File: src/rtl/spi_pixel_sequencer.sv
// Sequences the SPI slave shift core: synchronises cs/done, captures received pixels into
// a valid/ready stream and feeds filter results back to the core's transmit word via a 2-deep FIFO.
module spi_pixel_sequencer #(
    parameter int unsigned          WORD_SIZE = 24,
    parameter logic [WORD_SIZE-1:0] FILL_WORD = '0
) (
    input  logic                 clk_i,
    input  logic                 nreset_i,
    input  logic                 cs_i,
    input  logic                 rxtx_done_i,
    input  logic [WORD_SIZE-1:0] data_rx_i,
    output logic [WORD_SIZE-1:0] data_tx_o,
    output logic [WORD_SIZE-1:0] pix_o,
    output logic                 pix_valid_o,
    input  logic                 pix_ready_i,
    input  logic [WORD_SIZE-1:0] res_i,
    input  logic                 res_valid_i,
    output logic                 res_ready_o,
    output logic                 overrun_o,
    output logic                 underrun_o,
    output logic [7:0]           abort_cnt_o,
    output logic [15:0]          frame_cnt_o,
    input  logic                 err_clr_i
);

    localparam int unsigned FIFO_DEPTH = 2;
    localparam int unsigned CNT_W      = 2;

    typedef enum logic [1:0] {
        S_IDLE,
        S_ACTIVE,
        S_DONE
    } state_t;

    state_t state, state_nxt;

    logic cs_s1, cs_s2, cs_h;
    logic done_s1, done_s2, done_h;
    logic cs_rise_c, cs_fall_c, done_rise_c;
    logic capture_c, complete_c, abort_c;

    logic [WORD_SIZE-1:0] fifo_mem [FIFO_DEPTH];
    logic                 wr_ptr, rd_ptr;
    logic [CNT_W-1:0]     fifo_cnt;
    logic                 fifo_full_c, fifo_empty_c, push_c, pop_c;

    // Two-flop synchronisers plus a history flop for edge detection
    always_ff @(posedge clk_i or negedge nreset_i) begin
        if (!nreset_i) begin
            cs_s1   <= 1'b0;
            cs_s2   <= 1'b0;
            cs_h    <= 1'b0;
            done_s1 <= 1'b0;
            done_s2 <= 1'b0;
            done_h  <= 1'b0;
        end else begin
            cs_s1   <= cs_i;
            cs_s2   <= cs_s1;
            cs_h    <= cs_s2;
            done_s1 <= rxtx_done_i;
            done_s2 <= done_s1;
            done_h  <= done_s2;
        end
    end

    assign cs_rise_c   = cs_s2 & ~cs_h;
    assign cs_fall_c   = ~cs_s2 & cs_h;
    assign done_rise_c = done_s2 & ~done_h;

    always_ff @(posedge clk_i or negedge nreset_i) begin
        if (!nreset_i) state <= S_IDLE;
        else           state <= state_nxt;
    end

    // DONE leaves on a low synchronised cs so a simultaneous done/cs_fall still completes
    always_comb begin
        state_nxt  = state;
        capture_c  = 1'b0;
        complete_c = 1'b0;
        abort_c    = 1'b0;
        case (state)
            S_IDLE: begin
                if (cs_rise_c) state_nxt = S_ACTIVE;
            end
            S_ACTIVE: begin
                if (done_rise_c) begin
                    state_nxt = S_DONE;
                    capture_c = 1'b1;
                end else if (cs_fall_c) begin
                    state_nxt = S_IDLE;
                    abort_c   = 1'b1;
                end
            end
            S_DONE: begin
                if (!cs_s2) begin
                    state_nxt  = S_IDLE;
                    complete_c = 1'b1;
                end
            end
            default: state_nxt = S_IDLE;
        endcase
    end

    assign fifo_full_c  = (fifo_cnt == CNT_W'(FIFO_DEPTH));
    assign fifo_empty_c = (fifo_cnt == '0);
    assign res_ready_o  = ~fifo_full_c;
    assign push_c       = res_valid_i & ~fifo_full_c;
    assign pop_c        = complete_c & ~fifo_empty_c;

    always_ff @(posedge clk_i) begin
        if (push_c) fifo_mem[wr_ptr] <= res_i;
    end

    always_ff @(posedge clk_i or negedge nreset_i) begin
        if (!nreset_i) begin
            wr_ptr   <= 1'b0;
            rd_ptr   <= 1'b0;
            fifo_cnt <= '0;
        end else begin
            if (push_c) wr_ptr <= ~wr_ptr;
            if (pop_c)  rd_ptr <= ~rd_ptr;
            case ({push_c, pop_c})
                2'b10:   fifo_cnt <= fifo_cnt + CNT_W'(1);
                2'b01:   fifo_cnt <= fifo_cnt - CNT_W'(1);
                default: fifo_cnt <= fifo_cnt;
            endcase
        end
    end

    // Pixel stream, transmit word, sticky flags and counters; set events win over clear
    always_ff @(posedge clk_i or negedge nreset_i) begin
        if (!nreset_i) begin
            pix_o       <= '0;
            pix_valid_o <= 1'b0;
            overrun_o   <= 1'b0;
            underrun_o  <= 1'b0;
            data_tx_o   <= FILL_WORD;
            abort_cnt_o <= '0;
            frame_cnt_o <= '0;
        end else begin
            if (capture_c) begin
                pix_o       <= data_rx_i;
                pix_valid_o <= 1'b1;
            end else if (pix_valid_o && pix_ready_i) begin
                pix_valid_o <= 1'b0;
            end

            if (capture_c && pix_valid_o && !pix_ready_i) overrun_o <= 1'b1;
            else if (err_clr_i)                           overrun_o <= 1'b0;

            if (complete_c && fifo_empty_c) underrun_o <= 1'b1;
            else if (err_clr_i)             underrun_o <= 1'b0;

            if (complete_c) begin
                data_tx_o   <= fifo_empty_c ? FILL_WORD : fifo_mem[rd_ptr];
                frame_cnt_o <= frame_cnt_o + 16'(1);
            end

            if (abort_c) begin
                if (abort_cnt_o != 8'hFF) abort_cnt_o <= abort_cnt_o + 8'(1);
            end else if (err_clr_i) begin
                abort_cnt_o <= '0;
            end
        end
    end

endmodule
File: config.mk
export PLATFORM = sky130hd
export DESIGN_NAME = spi_pixel_sequencer
export DESIGN_NICKNAME = d
export VERILOG_FILES = /design/src/rtl/spi_pixel_sequencer.sv
export SDC_FILE = /design/constraint.sdc
export NUM_CORES = 1
export LEC_CHECK = 0
export CORE_ASPECT_RATIO = 0.5
export CORE_MARGIN = 3
export CORE_UTILIZATION = 49
export DETAILED_ROUTE_END_ITERATION = 12
export GPL_ROUTABILITY_DRIVEN = 0
export MAX_ROUTING_LAYER = met4
export PLACE_DENSITY = 0.79
export SLEW_MARGIN = 10
export SYNTH_ARGS = -nofsm -noshare
export SYNTH_HDL_FRONTEND = slang
export SYNTH_SLANG_ARGS = --single-unit
File: constraint.sdc
create_clock -name clk_i -period 2.76 [get_ports clk_i]
set_clock_uncertainty 0.15 [all_clocks]
set_input_delay 0.552 -clock clk_i [delete_from_list [all_inputs] [get_ports clk_i]]
set_output_delay 0.552 -clock clk_i [all_outputs]
set_load 0.1 [all_outputs]
==> results.ini <==
[floorplanning]
start_util_pct = 51.1
num_rows = 26
die_h_um = 79.5
die-area_um2 = 12200
core_area_um2 = 10400
die_w_um = 153
ioPinCount = 131

[global_routing]
grt_max_degree = 88
grt_usage_pct = 17.8
overflow = 0
grt_pass1_vias = 3277
antenna_found_initial = 0
grt_pass1_wl_um = 16700

[timing]
fmax_ghz = 0.446
drv_slew = 0
min_period_ps = 2240
finalCritPeriodShare_pct = 81.1
tns_ps = 0
hold_viol = 0
rsz0062_at_grt = false
slew_headroom_pct = 35.2
worst_slew_pin_slew_ps = 973
setup_viol = 0

[critical_path]
crit_fanout = 26
crit_type = reg2reg
end_kind = register
startpoint_type = register
cp_num_buf_inv = 1
arrival_ps = 2410
slowest_delay_ps = 800
critPathRequiredTime_ps = 2930
crit_family = compound AO/OA/AOI/OAI gates
crit_path_cell_trace = o21ai_2 > inv_1 > ha_1 > nor2_1 > xor2_1
crit_slowest_cell = o21ai_2

[routing]
finalWirelength_um = 10300
drc = 0
dr_total_vias = 3303
wire_per_inst_um = 15.8
via_per_inst = 5.06
dr.pass1.iters = 4
initialDrtViolationCount = 193
antenna_left = 0

[layout]
final_util_pct = 69.0
nNetsFinal = 559
n_antenna_cell = 0
drive_gt1_share_pct = 29.2
area_growth_syn_to_layout_pct = 35.1

[clock_network]
clk_latency_ps = 410
tritoncts = yes
cts.sinks = 135
clock_path_buffers = 2
path_clk_slew_ps = 60
cts-resized-gates = 0
cts_buffers = 17
hold_buffers = 0
h-tree-depth = 4
root_buffer = clkbuf_16
post-cts-setup-buffer-count = 0

[synthesis]
async_flop_share_pct = 64.4
yosysUniqueCellTypes = 49
synth_nets = 414
postSynthCellCount = 356
ys.flop_type = dfrtp_1
syn_avg_cell_area_um2 = 14.9
synth_edf_count = 48
ys_warn_count = 0
synth.cell_area_um2 = 5300
synth-seq-cells = 135
seq_area_frac_synth_pct = 68.3

[worst_hold_path]
hold_class = in2async

[flow_run]
drv_cap = 0

[place]
hpwl_um = 6770
io_buffers = 130

[outcome]
status = finished clean

routing by layer:
metal  wire length [um]  vias up  track usage [%]
li1                   -     1584                -
met1               4620     1634             21.8
met2               5080       66             29.0
met3                398       19             4.49
met4                185        0             6.93
met5                  0        -                -
flip-flops by register name, summed over array words and instances, names as in the netlist:
name         cells
done_s2          1
fifo_cnt         2
cs_s1            1
overrun_o        1
wr_ptr           1
done_h           1
pix_o           24
abort_cnt_o      8
cs_h             1
cs_s2            1
rd_ptr           1
data_tx_o       24
done_s1          1
underrun_o       1
frame_cnt_o     16
fifo_mem        48
pix_valid_o      1
state            2
worst reg2reg max path: stages (launching register included):
cell and delay [ps]:
dfrtp_1 440, o21ai_2 800, inv_1 130, ha_1 340
nor2_1 140, xor2_1 170
cell usage after synthesis (2+ instances only):
master | number | share of area [%]
a21oi_1 | 3 | 0.28
a311oi_1 | 3 | 0.50
a41oi_1 | 2 | 0.33
and2_1 | 3 | 0.35
and3_1 | 5 | 0.59
and4_1 | 2 | 0.33
buf_2 | 6 | 0.57
clkbuf_1 | 2 | 0.14
dfrtp_1 | 87 | 41
edfxtp_1 | 48 | 27
ha_1 | 3 | 0.71
inv_1 | 6 | 0.42
mux2_2 | 7 | 1.5
mux2_4 | 17 | 4.8
mux2i_1 | 25 | 4.7
nand2_1 | 35 | 2.5
nand2b_1 | 3 | 0.35
nand3_1 | 8 | 0.76
nand4_1 | 3 | 0.35
nand4_4 | 2 | 0.80
nor2_1 | 10 | 0.71
nor3_1 | 5 | 0.47
nor3_2 | 4 | 0.76
o21ai_0 | 24 | 2.3
xnor2_1 | 10 | 1.7
xor2_1 | 10 | 1.7
cell families after synthesis:
| group | synth area share, % |
|---|---|
| AO/OA/AOI/OAI | 5.36 |
| multiplexers | 11.0 |
| flip-flops | 68.3 |
| XOR/XNOR | 3.30 |
| AND/OR/NAND/NOR | 9.25 |
| buffers and inverters | 2.08 |
| adder cells (fa/ha/maj) | 0.708 |
cells in the final DEF, fill, tap and decap left out, types with 10 or more instances in the layout:
cell type        netlist  final
buf_4                  0     82
clkbuf_16              0     17
clkdlybuf4s50_1        0     53
dfrtp_1               87     87
edfxtp_1              48     48
mux2_4                17     17
mux2i_1               25     25
nand2_1               35     35
o21ai_0               24     24
xnor2_1               10     10
xor2_1                10     10
path summary, 6_finish.rpt:
kind	slack [ps]	depth (start not counted)	to	startpoint
min in group clk_i	200	0	done_s2	done_s1
max in group asynchronous	2070	2	abort_cnt_o[0]	nreset_i
worst min-delay path	20	2	pix_o[12]	nreset_i
worst max register to register	520	5	fifo_cnt[1]	fifo_cnt[0]
worst max-delay path	520	5	fifo_cnt[1]	fifo_cnt[0]
worst min register to register	200	0	done_s2	done_s1
layout make-up:
class	count	area, um^2
Clock buffer	21	450
Multi-Input combinational cell	203	1570
Clock inverter	10	130
Tap cell	140	175
Inverter	7	26.3
Sequential cell	135	3620
Timing Repair Buffer	137	1190
Fill cell	741	3220
per-stage QoR:
stage               hold slack (ps)  cell area, um^2  worst slack (ps)  instances
finish                         23.8             7160               520        653
global route                   40.2             7160               296        653
CTS                            52.3             7160               501        653
floorplan                       106             5300              19.0        356
detailed placement              186             6580               533        622
global placement                187             6580               620        622
Power is left out: the tool's default activity adds up to more than one toggle a clock period on the data nets, which glitch-free logic cannot reach.
==> patch 1: new RTL, same settings <==
Set the parameter `WORD_SIZE` to 48 (it was 24).
--- a/src/rtl/spi_pixel_sequencer.sv
+++ b/src/rtl/spi_pixel_sequencer.sv
@@ -1,7 +1,7 @@
 // Sequences the SPI slave shift core: synchronises cs/done, captures received pixels into
 // a valid/ready stream and feeds filter results back to the core's transmit word via a 2-deep FIFO.
 module spi_pixel_sequencer #(
-    parameter int unsigned          WORD_SIZE = 24,
+    parameter int unsigned          WORD_SIZE = 48,
     parameter logic [WORD_SIZE-1:0] FILL_WORD = '0
 ) (
     input  logic                 clk_i,
Ports: changed (resized data_rx_i, data_tx_o, pix_o and res_i); port bits go from 131 to 227. No check against the original RTL was run, so the function may have changed too.
==> patch 1 against the original RTL <==
  * Sequential cell count is 96 higher
  * Routed wire length grew 88%
  * Non-clock buffer count increased by 99
  * Highest routed layer unchanged
  * First-iteration DRC count grew 36%
  * Synthesized area grew 62%
  * Worst setup slack better by 0.069 ns
  * Largest cell class unchanged
  * Utilization up 0.082 points
  * Final area is 61% higher
Power is left out: the tool's default activity adds up to more than one toggle a clock period on the data nets, which glitch-free logic cannot reach.
==> patch 1: results <==
[worst_setup_path]
crit_family = flip-flops
reg2reg_to = abort_cnt_o[7]
r2r-start = abort_cnt_o[0]
critical-path-slowest-cell = dfrtp_1
startpoint = fifo_cnt[0]
r2r_slack_ns = 0.75
cp.arrival_ns = 1.47
path_max_fanout = 5
worstSetupEndpointType = primary output
cp-endpoint = res_ready_o

[finish]
drive_gt1_share_pct = 19.5
largest_register_ffs = 96
largest_registers = fifo_mem: 96 flops, data_tx_o: 48 flops, pix_o: 48 flops

[logic_synthesis]
synth-xor-area-share_pct = 2.05
synth-edff-count = 96
synth_top_cells_by_count = nand2_1, dfrtp_1, edfxtp_1, mux2i_1, o21ai_0
syn_nets = 763
ys_types = 41
synth-compound-area-share_pct = 4.12
synth_fa_ha_area_share_pct = 0.438
synth_area_per_cell_sq_um = 13.0
synthTopCellsByArea = dfrtp_1, edfxtp_1, nand2_1

[hold_path]
min-delay-path-class = reg -> reg
hold_depth = 0

[sta]
period_share_pct = 78.7
holdWs_ns = 0.218
tightest_slew_ns = 0.965

[place]
place_inst = 1092
placed_area_sq_mm = 0.0108
dp_slack_ns = 0.699
post-dp-hpwl_microns = 13000
port-buffer-count = 226

[run_status]
status = completed

[clock_network]
ctsHoldBuffers = 1
cts_max_path_buffers = 3
htreeDepth = 1
numCtsBuffers = 20
clk_latency_ns = 0.50

[grt]
grt_pass1_vias = 5836
grt_pass1_wl_microns = 30200
grt_start_max_net_pins = 52

[detailed_routing]
drtIter0Drc = 262
drt-wirelength-per-cell_microns = 17.2
via_per_inst = 5.04
-- patch 1: changes by cell type after synthesis, sizes merged, moves of 23 or more --
cell | unedited run | this run
dfrtp | 87 | 135
edfxtp | 48 | 96
mux2 | 24 | 1
mux2i | 25 | 48
nand2 | 35 | 207
o21ai | 25 | 51
-- patch 1: cell type report --
type / instances / area (sq um)
Clock buffer: 31 / 612
Clock inverter: 5 / 86.3
Fill cell: 1180 / 5170
Inverter: 4 / 15.0
Multi-Input combinational cell: 395 / 2200
Sequential cell: 231 / 6260
Tap cell: 227 / 284
Timing Repair Buffer: 236 / 2090
-- patch 1: per-layer routing --
| layer | track usage (%) | up-vias | share of wire (%) |
|---|---|---|---|
| li1 | - | 2713 | - |
| met1 | 24.8 | 2796 | 40 |
| met2 | 36.6 | 159 | 52 |
| met3 | 3.98 | 18 | 6.5 |
| met4 | 3.61 | 0 | 1.1 |
| met5 | - | - | 0 |
==> patch 2: new RTL, config.mk and constraints unchanged <==
Made on the original files. Encoding of `state_t`: now one-hot (3 bits for 3 states).
--- a/src/rtl/spi_pixel_sequencer.sv
+++ b/src/rtl/spi_pixel_sequencer.sv
@@ -26,10 +26,10 @@
     localparam int unsigned FIFO_DEPTH = 2;
     localparam int unsigned CNT_W      = 2;
 
-    typedef enum logic [1:0] {
-        S_IDLE,
-        S_ACTIVE,
-        S_DONE
+    typedef enum logic [2:0] {
+        S_IDLE   = 3'b001,
+        S_ACTIVE = 3'b010,
+        S_DONE   = 3'b100
     } state_t;
 
     state_t state, state_nxt;
Formal check against the unedited RTL: no difference found for any inputs over 4 cycles, from zero or initial values and one cycle with nreset_i low; so few cycles prove little.
==> patch 2 against the original RTL <==
  * Critical path depth shrank 1
  * Synthesized area decreased by 1.8%
  * Via count increased by 0.79%
  * Synthesized cell count is 1.1% higher
  * Sequential cell count grew 1
  * Final area decreased by 0.44%
  * Count of clock-buffer cells in the layout did not move
  * Hold slack better by 0.17 ns
  * Routed wire length grew 2.1%
  * Non-clock buffer count rose by 4
  * Worst setup slack got worse by 0.11 ns
  * Global-route usage rose by 1.0 points
==> patch 2: results <==
[clock_network]
post_cts_buffers = 0
cts-root-buf = clkbuf_16
htreeDepth = 4
ctsHoldBuffers = 1
path_clk_slew_ns = 0.06
cts_max_path_buffers = 2
numCtsBuffers = 17
clk_latency_ns = 0.40
cts_resized = 0

[hold_path]
min-delay-path-class = reg -> reg
min_from = done_s1

[logic_synthesis]
yosysWarnings = 0
synthTopCellsByArea = dfrtp_1, edfxtp_1, mux2_1
syn_inst = 360
synth-edff-count = 48
syn_nets = 418
synth_top_cells_by_count = dfrtp_1, edfxtp_1, nand2_1, mux2i_1, o21ai_0
asyncSetResetFlopFracSynth_pct = 64.7
synth-seq-area-share_pct = 70.0
ys_types = 47

[grt]
grt_pass1_vias = 3305
grt_start_max_net_pins = 46
globalRouteTotalUtil_pct = 18.8
grt_pass1_wl_microns = 16800
antenna_found_initial = 0

[detailed_routing]
firstDrtPassIters = 4
via_per_inst = 5.09
drtIter0Drc = 135
totalWireLength_microns = 10500

[place]
port-buffer-count = 130
post-dp-hpwl_microns = 6920
dp_slack_ns = 0.468
place_inst = 621

[sta]
tightest_slew_ns = 0.579

[finish]
nets = 564
largest_registers = fifo_mem: 48 flops, data_tx_o: 24 flops, pix_o: 24 flops
final_cells = 654
fillCellCount = 654
antenna_cells = 0
drive_gt1_share_pct = 24.5

[worst_setup_path]
start_kind = flip-flop
cp.arrival_ns = 2.48
r2r-start = state[1]
path_max_fanout = 9

[power_and_ir_drop]
p_leak_nw = 3.03
vdd_drop_max_mv = 0.573

[run_status]
status = completed
[patch 2: per-stage QoR]
stage / instance area (sq um) / util [%] / power (W)
after floorplan: 5210 / - / 0.00376
after global placement: 6510 / 65.9 / 0.00417
after detailed placement: 6510 / 65.9 / 0.00421
after CTS: 7130 / 72.1 / 0.00652
after global routing: 7130 / 72.1 / 0.00670
final: 7130 / 72.1 / 0.00645
[patch 2: final timing paths]
| path | to | slack (ns) | cells past startpoint |
|---|---|---|---|
| setup / recovery | frame_cnt_o[12] | 0.41 | 4 |
| hold / removal | done_s2 | 0.19 | 0 |
| setup reg to reg | frame_cnt_o[12] | 0.41 | 4 |
| hold reg to reg | done_s2 | 0.19 | 0 |
| max in group asynchronous | state[0] | 1.33 | 3 |
| min in group asynchronous | data_tx_o[17] | 0.49 | 2 |
[patch 2: cell type report]
type | count | area share [%]
Clock buffer | 21 | 6.46
Clock inverter | 11 | 2.07
Inverter | 5 | 0.263
Multi-Input combinational cell | 205 | 20.8
Sequential cell | 136 | 51.1
Tap cell | 135 | 2.37
Timing Repair Buffer | 141 | 16.9
[patch 2: cells by family after synthesis]
family / count (synthesis) / share of synthesized area (%)
XOR/XNOR: 20 / 3.37
AO/OA/AOI/OAI: 43 / 4.95
multiplexers: 49 / 10.0
flip-flops: 136 / 70.0
AND/OR/NAND/NOR: 90 / 9.33
adder cells (fa/ha/maj): 3 / 0.721
buffers and inverters: 19 / 1.61
[patch 2: critical path, stage by stage, from the launching register on]
cell and delay, ns:
dfrtp_1 0.45, or4b_1 0.71, nor4_1 0.60, nand2_1 0.16
xnor2_1 0.16
[patch 2: metal layers]
metal  vias up  global-route usage [%]  routed length (microns)
met4         0                    6.90                      173
met2        78                    32.0                     5490
li1       1594                       -                        -
met3        19                    4.79                      447
met5         -                       -                        0
met1      1638                    21.9                     4400
[patch 2: power breakdown]
part / leakage, nW / switching (W) / internal (W)
Clock: 0.297 / 0.000825 / 0.00147
Sequential: 1.59 / 0.000141 / 0.00243
Combinational: 1.14 / 0.00121 / 0.000379
Total: 3.03 / 0.00217 / 0.00428
